[src/rtl/lcd_frame_sequencer_if.sv]
// Shared types and the signal bundle between the LCD frame sequencer and its neighbours:
// request source, board memory, command LUT and LCD pins.
package lcd_seq_pkg;
    typedef enum logic [2:0] {IDLE, SET_I, SEND_I, SET, SEND} update_t;

    typedef enum logic [2:0] {
        S_IDLE, S_I_SET, S_I_SEND, S_FETCH, S_FETCH_W, S_C_SET, S_C_SEND, S_NEXT
    } state_t;

    typedef struct packed {
        state_t state;
        logic   inited;
        logic   pend_init;
        logic   pend_redraw;
    } seq_dbg_t;
endpackage

interface lcd_frame_sequencer_if;
    import lcd_seq_pkg::*;

    logic       init_req;
    logic       redraw_req;
    logic       cmd_finished;
    logic       pause;
    logic       mem_rd;
    logic [3:0] mem_x;
    logic [3:0] mem_y;
    logic [2:0] mem_code;
    update_t    mode;
    logic [3:0] X;
    logic [3:0] Y;
    logic [2:0] obj_code;
    logic       wrx;
    logic       csx;
    logic       busy;
    logic       frame_done;

    modport master (
        input  init_req, redraw_req, cmd_finished, pause, mem_code,
        output mem_rd, mem_x, mem_y, mode, X, Y, obj_code, wrx, csx, busy, frame_done
    );

    modport slave (
        output init_req, redraw_req, cmd_finished, pause, mem_code,
        input  mem_rd, mem_x, mem_y, mode, X, Y, obj_code, wrx, csx, busy, frame_done
    );
endinterface

[src/rtl/lcd_frame_sequencer.sv]
// Runs the LCD init sequence once, then redraws the object grid cell by cell on request,
// fetching each cell's code from board memory and strobing wrx/csx for every LUT byte.
module lcd_frame_sequencer
    import lcd_seq_pkg::*;
#(
    parameter int GRID_W  = 12,
    parameter int GRID_H  = 16,
    parameter int WR_LOW  = 1,
    parameter int WR_HIGH = 1
) (
    input  logic                         clk,
    input  logic                         rst,
    lcd_frame_sequencer_if.master        bus,
    output seq_dbg_t                     dbg
);
    localparam int            BYTE_CYC = WR_LOW + WR_HIGH;
    localparam int            CW       = $clog2(BYTE_CYC + 1);
    localparam logic [CW-1:0] LAST_CNT = CW'(BYTE_CYC - 1);
    localparam logic [CW-1:0] LOW_CNT  = CW'(WR_LOW);
    localparam logic [3:0]    X_LAST   = 4'(GRID_W - 1);
    localparam logic [3:0]    Y_LAST   = 4'(GRID_H - 1);

    state_t        state, state_n;
    logic [CW-1:0] cnt, cnt_n;
    logic [3:0]    x_q, x_n, y_q, y_n, mem_x_q, mem_y_q;
    logic [2:0]    obj_q, obj_n;
    logic          wrx_q, csx_q, mem_rd_q, busy_q, done_q, done_n;
    logic          pend_init, pend_redraw, inited, inited_n;
    logic          clr_init, clr_redraw, in_send_n;
    update_t       mode_c;

    // Memory handshake: mem_rd is a one-cycle request with no backpressure; mem_code is
    // taken unconditionally in FETCH_W, exactly one cycle after mem_rd.
    always_comb begin
        state_n    = state;
        cnt_n      = cnt;
        x_n        = x_q;
        y_n        = y_q;
        obj_n      = obj_q;
        done_n     = 1'b0;
        inited_n   = inited;
        clr_init   = 1'b0;
        clr_redraw = 1'b0;
        case (state)
            S_IDLE: begin
                if (pend_init || (pend_redraw && !inited)) begin
                    state_n = S_I_SET;
                end else if (pend_redraw) begin
                    clr_redraw = 1'b1;
                    x_n        = 4'd0;
                    y_n        = 4'd0;
                    state_n    = S_FETCH;
                end
            end
            S_I_SET: begin
                if (!bus.pause) begin
                    state_n = S_I_SEND;
                    cnt_n   = '0;
                end
            end
            S_I_SEND: begin
                if (cnt == LAST_CNT) begin
                    if (bus.cmd_finished) begin
                        inited_n = 1'b1;
                        clr_init = 1'b1;
                        state_n  = S_IDLE;
                    end else begin
                        state_n = S_I_SET;
                    end
                end else begin
                    cnt_n = cnt + CW'(1);
                end
            end
            S_FETCH:   state_n = S_FETCH_W;
            S_FETCH_W: begin
                obj_n   = bus.mem_code;
                state_n = S_C_SET;
            end
            S_C_SET: begin
                state_n = S_C_SEND;
                cnt_n   = '0;
            end
            S_C_SEND: begin
                if (cnt == LAST_CNT) begin
                    state_n = bus.cmd_finished ? S_NEXT : S_C_SET;
                end else begin
                    cnt_n = cnt + CW'(1);
                end
            end
            S_NEXT: begin
                state_n = S_FETCH;
                if (x_q == X_LAST) begin
                    x_n = 4'd0;
                    if (y_q == Y_LAST) begin
                        y_n     = 4'd0;
                        done_n  = 1'b1;
                        state_n = S_IDLE;
                    end else begin
                        y_n = y_q + 4'd1;
                    end
                end else begin
                    x_n = x_q + 4'd1;
                end
            end
            default: state_n = S_IDLE;
        endcase
    end

    assign in_send_n = (state_n == S_I_SEND) || (state_n == S_C_SEND);

    // Registered outputs are computed from the next state so they line up with it.
    always_ff @(posedge clk) begin
        if (rst) begin
            state       <= S_IDLE;
            cnt         <= '0;
            x_q         <= 4'd0;
            y_q         <= 4'd0;
            obj_q       <= 3'd0;
            mem_x_q     <= 4'd0;
            mem_y_q     <= 4'd0;
            wrx_q       <= 1'b1;
            csx_q       <= 1'b1;
            mem_rd_q    <= 1'b0;
            busy_q      <= 1'b0;
            done_q      <= 1'b0;
            pend_init   <= 1'b0;
            pend_redraw <= 1'b0;
            inited      <= 1'b0;
        end else begin
            state       <= state_n;
            cnt         <= cnt_n;
            x_q         <= x_n;
            y_q         <= y_n;
            obj_q       <= obj_n;
            wrx_q       <= !(in_send_n && (cnt_n < LOW_CNT));
            csx_q       <= (state_n == S_IDLE);
            mem_rd_q    <= (state_n == S_FETCH);
            busy_q      <= (state_n != S_IDLE);
            done_q      <= done_n;
            inited      <= inited_n;
            pend_init   <= (pend_init && !clr_init) || bus.init_req;
            pend_redraw <= (pend_redraw && !clr_redraw) || bus.redraw_req;
            if (state_n == S_FETCH) begin
                mem_x_q <= x_n;
                mem_y_q <= y_n;
            end
        end
    end

    always_comb begin
        mode_c = IDLE;
        case (state)
            S_I_SET:  mode_c = SET_I;
            S_I_SEND: mode_c = SEND_I;
            S_C_SET:  mode_c = SET;
            S_C_SEND: mode_c = SEND;
            default:  mode_c = IDLE;
        endcase
    end

    assign bus.mode       = mode_c;
    assign bus.X          = x_q;
    assign bus.Y          = y_q;
    assign bus.obj_code   = obj_q;
    assign bus.wrx        = wrx_q;
    assign bus.csx        = csx_q;
    assign bus.mem_rd     = mem_rd_q;
    assign bus.mem_x      = mem_x_q;
    assign bus.mem_y      = mem_y_q;
    assign bus.busy       = busy_q;
    assign bus.frame_done = done_q;

    assign dbg.state       = state;
    assign dbg.inited      = inited;
    assign dbg.pend_init   = pend_init;
    assign dbg.pend_redraw = pend_redraw;
endmodule

[src/flat_wrapper.sv]
// flat-port wrapper written by rule: the top's interface ports become plain ports
module lcd_frame_sequencer_flat import lcd_seq_pkg::*;
#(
    parameter int GRID_W  = 12,
    parameter int GRID_H  = 16,
    parameter int WR_LOW  = 1,
    parameter int WR_HIGH = 1
)
  (clk, rst, dbg, bus_init_req, bus_redraw_req, bus_cmd_finished, bus_pause, bus_mem_code, bus_mem_rd, bus_mem_x, bus_mem_y, bus_mode, bus_X, bus_Y, bus_obj_code, bus_wrx, bus_csx, bus_busy, bus_frame_done);
  lcd_frame_sequencer_if bus_i ();
  input  logic clk;
  input  logic rst;
  output seq_dbg_t dbg;
  input wire logic [$bits(bus_i.init_req)-1:0] bus_init_req;
  input wire logic [$bits(bus_i.redraw_req)-1:0] bus_redraw_req;
  input wire logic [$bits(bus_i.cmd_finished)-1:0] bus_cmd_finished;
  input wire logic [$bits(bus_i.pause)-1:0] bus_pause;
  input wire logic [$bits(bus_i.mem_code)-1:0] bus_mem_code;
  output wire logic [$bits(bus_i.mem_rd)-1:0] bus_mem_rd;
  output wire logic [$bits(bus_i.mem_x)-1:0] bus_mem_x;
  output wire logic [$bits(bus_i.mem_y)-1:0] bus_mem_y;
  output wire logic [$bits(bus_i.mode)-1:0] bus_mode;
  output wire logic [$bits(bus_i.X)-1:0] bus_X;
  output wire logic [$bits(bus_i.Y)-1:0] bus_Y;
  output wire logic [$bits(bus_i.obj_code)-1:0] bus_obj_code;
  output wire logic [$bits(bus_i.wrx)-1:0] bus_wrx;
  output wire logic [$bits(bus_i.csx)-1:0] bus_csx;
  output wire logic [$bits(bus_i.busy)-1:0] bus_busy;
  output wire logic [$bits(bus_i.frame_done)-1:0] bus_frame_done;
  assign bus_i.init_req = bus_init_req;
  assign bus_i.redraw_req = bus_redraw_req;
  assign bus_i.cmd_finished = bus_cmd_finished;
  assign bus_i.pause = bus_pause;
  assign bus_i.mem_code = bus_mem_code;
  assign bus_mem_rd = bus_i.mem_rd;
  assign bus_mem_x = bus_i.mem_x;
  assign bus_mem_y = bus_i.mem_y;
  assign bus_mode = bus_i.mode;
  assign bus_X = bus_i.X;
  assign bus_Y = bus_i.Y;
  assign bus_obj_code = bus_i.obj_code;
  assign bus_wrx = bus_i.wrx;
  assign bus_csx = bus_i.csx;
  assign bus_busy = bus_i.busy;
  assign bus_frame_done = bus_i.frame_done;
  lcd_frame_sequencer #(.GRID_W(GRID_W), .GRID_H(GRID_H), .WR_LOW(WR_LOW), .WR_HIGH(WR_HIGH)) u_core (.clk(clk), .rst(rst), .bus(bus_i), .dbg(dbg));
endmodule
[config.mk]
export PLATFORM = sky130hd
export DESIGN_NAME = lcd_frame_sequencer_flat
export DESIGN_NICKNAME = d
export VERILOG_FILES = /design/src/rtl/lcd_frame_sequencer_if.sv /design/src/rtl/lcd_frame_sequencer.sv /design/src/flat_wrapper.sv
export SDC_FILE = /design/constraint.sdc
export NUM_CORES = 1
export LEC_CHECK = 0
export ABC_CLOCK_PERIOD_IN_PS = 3700
export CAP_MARGIN = 20
export CORE_UTILIZATION = 52
export DETAILED_ROUTE_END_ITERATION = 6
export GPL_TIMING_DRIVEN = 0
export PLACE_DENSITY = 0.84
export RECOVER_POWER = 50
export SLEW_MARGIN = 20
export SYNTH_ARGS = -nofsm -noshare
export SYNTH_HDL_FRONTEND = slang
export SYNTH_SLANG_ARGS = --single-unit
[constraint.sdc]
create_clock -name clk -period 3.7 [get_ports clk]
set_input_delay 0.925 -clock clk [delete_from_list [all_inputs] [get_ports clk]]
set_output_delay 0.925 -clock clk [all_outputs]
set_load 0.005 [all_outputs]
==> impl_metrics.toml <==
[setup_path]
ff2ff_setup_slack_ps = 1200
worst_setup_path_end_kind = "output pin"
regToRegStartpoint = "u_core.state[0]"
startpoint_type = "flop"
timing.setup.critical_path_class = "reg -> out"
worstSetupStartpoint = "u_core.state[0]"
worstRegToRegCells = 7
cp.arrival_ps = 2020
crit_fanout = 7
timing.critical_path.required_ps = 2770
crit-reg2reg-capture = "u_core.bus.mem_x[2]"

[floorplan]
core_area_sq_um = 2850
boundaryPins = 42
die_area_sq_um = 3360
rows = 19
initial_utilization_pct = 57.1
dieHeight_um = 58.0
floorplan.die.width_um = 58.0

[drt]
wire_per_inst_um = 14.6
viasPerCell = 5.80
detailedRoute.firstPassIterationCount = 7
final_antenna_net_count = 0
drt-total-wl_mm = 3.58
vias = 1422
drcViolationCount = 2
drt_iter0_drc = 68

[final_layout]
nets = 230
area.sequential_sq_um = 641
drive_gt1_share_pct = 17.8
fill_cells = 211
multiInputGateArea_sq_um = 867
fin_area_sq_um = 2110
areaGrowthSynthToFinish_pct = 29.7
antenna_cells = 0

[sta]
report.final.hold_viol_count = 0
maxSlewHeadroom_pct = 68.0
fin_crit_ps = 2950
worstMarginPinSlew_ps = 476
fin_hold_ws_ps = 461
timing.fmax_ghz = 0.339
final_max_slew_viol_count = 0
fin_worst_skew_ps = 8.77
post-route-period-util_pct = 79.6
fin_worst_setup_slack_ps = 753
finalSetupViolCount = 0
unrepaired_setup_endpoints_after_global_routing = "no"
final.setup.tns_ps = 0

[placed_design]
io_buffer_count = 41
detailedPlace.worstSlack_ps = 798
hpwlAfterDp_mm = 2.70
routabilityCongestion = 0.833
detailed_place.area_sq_um = 2080

[grt]
groute.usage.overall_pct = 23.7
grt_antenna_before_repair = 0
grt_start_max_net_pins = 11
vias_in_the_first_global_route = 1385
grt_first_pass_wirelength_mm = 6.02
gr_overflow_total = 0

[clock_network]
tritoncts = "yes"
post_cts_resized = 0
ctsHoldBuffers = 0
cts_buffers = 5
clkLatencyLatePin_ps = 330
clock_tree.root_cell = "sky130_fd_sc_hd__clkbuf_4"
clock_sink_count = 32
cts.htree.levels = 2
max-clock-path-buffers = 2
cts_post_setup_buffers_inserted = 0
clkTransAtPathRegs_ps = 90

[pwr]
p_leak_nw = 0.877
p_per_area_nw_per_um2 = 515
vdd_drop_max_uv = 536
power_mw = 1.09

[synthesis]
syn_avg_cell_area_sq_um = 9.87
postSynthRegisterBits = 32
synth_cells = 165
syn-cell-area_sq_um = 1630
synth_cell_types = 47
yosys-top-cells-area = "sky130_fd_sc_hd__dfxtp_1, sky130_fd_sc_hd__mux2_2, sky130_fd_sc_hd__ha_1"
synth_enable_flop_cells = 0
synth_fp_nets = 182
synth.largest_area_cell = "sky130_fd_sc_hd__dfxtp_1"
yosys.area.top_type_share_pct = 39.4
ys_warn_count = 0
synth.yosys.seq_area_share_pct = 39.4
ys.flop_type = "sky130_fd_sc_hd__dfxtp_1"
synthArstFlopShare_pct = 0

[worst_hold_path]
whs_endpoint = "u_core.bus.obj_code[0]"
hold_path.startpoint = "u_core.bus.obj_code[0]"
hold_path.class = "reg -> reg"
hold-path-cell-count = 2

[outcome]
failed_checks = "DRC"
outcome = "finished, violations left"

[job]
max_cap_viol_count = 0
[Yosys cell counts, types with 2 or more instances]
library cell                instances
sky130_fd_sc_hd__dfxtp_1           32
sky130_fd_sc_hd__nor2_1            18
sky130_fd_sc_hd__a21oi_1           13
sky130_fd_sc_hd__mux2_2             9
sky130_fd_sc_hd__nand2_1            9
sky130_fd_sc_hd__ha_1               8
sky130_fd_sc_hd__and2b_2            6
sky130_fd_sc_hd__inv_1              6
sky130_fd_sc_hd__nor3_1             5
sky130_fd_sc_hd__nand3_1            4
sky130_fd_sc_hd__a22oi_1            3
sky130_fd_sc_hd__buf_4              3
sky130_fd_sc_hd__o211ai_1           3
sky130_fd_sc_hd__o21ai_0            3
sky130_fd_sc_hd__a211oi_1           2
sky130_fd_sc_hd__a311oi_1           2
sky130_fd_sc_hd__and2_2             2
sky130_fd_sc_hd__and2b_1            2
sky130_fd_sc_hd__clkbuf_8           2
sky130_fd_sc_hd__mux2i_1            2
sky130_fd_sc_hd__nand3b_1           2
sky130_fd_sc_hd__nand4bb_1          2
sky130_fd_sc_hd__nor2b_1            2
sky130_fd_sc_hd__nor4_1             2
[logic make-up after synthesis]
logic type               after synthesis  synth area share [%]
multiplexers                          11                  7.46
adder cells (fa/ha/maj)                8                  6.15
AND/OR/NAND/NOR                       64                  24.1
buffers and inverters                 15                  6.53
flip-flops                            32                  39.4
AO/OA/AOI/OAI                         35                  16.4
[registers in the layout, summed over array words and instances (netlist names)]
name and flops:
u_core.bus.X 4, u_core.bus.Y 4, u_core.bus.mem_x 4, u_core.bus.mem_y 4
u_core.bus.obj_code 3, u_core.state 3, u_core.cnt 2, u_core.bus.busy 1
u_core.bus.csx 1, u_core.bus.frame_done 1, u_core.bus.mem_rd 1, u_core.bus.wrx 1
u_core.inited 1, u_core.pend_init 1, u_core.pend_redraw 1
[per-stage QoR]
stage                     std cells  utilization (%)
after floorplan                 165                -
after global placement          237             72.8
after detailed placement        237             72.8
after CTS                       245             74.9
after global routing            245             74.0
final                           245             74.0
[report_power, final]
part           internal, mW  switching [mW]  total, mW
sequential            0.380          0.0333      0.413
combinational         0.222           0.246      0.469
clock                0.0936           0.113      0.206
total                 0.696           0.392       1.09
[final cells by class]
class                      count  area share [%]
buffer                         9            3.44
clock buffer                   8            2.79
inverter                       6            1.07
multi-input combinational    118            41.1
sequential                    32            30.3
tap                           31            1.84
timing repair buffer          41            19.4
[worst max-delay path by stage]
stage                     endpoint  slack, ps  cells past startpoint
5_1_grt                bus_mode[1]        670                      4
2_1_floorplan  u_core.bus.mem_x[0]       1500                      8
6_report               bus_mode[1]        750                      4
3_3_place_gp   u_core.bus.mem_x[2]        860                      7
3_5_place_dp   u_core.bus.mem_x[2]        800                      7
4_1_cts                bus_mode[1]        750                      4
[cells in the final DEF (no fill, tap or decap), types with 2 or more instances in the layout]
cell type,count
sky130_fd_sc_hd__dfxtp_1,32
sky130_fd_sc_hd__clkdlybuf4s50_1,22
sky130_fd_sc_hd__dlygate4sd3_1,20
sky130_fd_sc_hd__nor2_1,18
sky130_fd_sc_hd__a21oi_1,13
sky130_fd_sc_hd__mux2_2,9
sky130_fd_sc_hd__nand2_1,9
sky130_fd_sc_hd__ha_1,8
sky130_fd_sc_hd__inv_1,6
sky130_fd_sc_hd__clkbuf_4,6
sky130_fd_sc_hd__and2b_2,6
sky130_fd_sc_hd__nor3_1,5
sky130_fd_sc_hd__clkbuf_1,4
sky130_fd_sc_hd__nand3_1,4
sky130_fd_sc_hd__o211ai_1,3
sky130_fd_sc_hd__o21ai_0,3
sky130_fd_sc_hd__a22oi_1,3
sky130_fd_sc_hd__buf_4,3
sky130_fd_sc_hd__clkbuf_8,2
sky130_fd_sc_hd__nor4_1,2
sky130_fd_sc_hd__nand3b_1,2
sky130_fd_sc_hd__nor2b_1,2
sky130_fd_sc_hd__mux2i_1,2
sky130_fd_sc_hd__and2_2,2
sky130_fd_sc_hd__nand4bb_1,2
sky130_fd_sc_hd__a211oi_1,2
sky130_fd_sc_hd__and2b_1,2
sky130_fd_sc_hd__a311oi_1,2
[worst max-delay path: stages (launching register included)]
cell and delay, ps:
sky130_fd_sc_hd__dfxtp_1 480, sky130_fd_sc_hd__inv_1 150, sky130_fd_sc_hd__ha_1 310, sky130_fd_sc_hd__mux2_2 300
sky130_fd_sc_hd__clkdlybuf4s50_1 450
[routing by layer]
| layer | wire, um | part of all wire [%] | up-vias | global-route usage (%) |
|---|---|---|---|---|
| li1 | - | - | 692 | - |
| met1 | 1570 | 44 | 671 | 28.9 |
| met2 | 1770 | 49 | 50 | 39.7 |
| met3 | 173 | 4.8 | 9 | 4.91 |
| met4 | 68 | 1.9 | 0 | 11.9 |
| met5 | 0 | 0 | - | 0 |
Power figures use the tool's default switching activity.
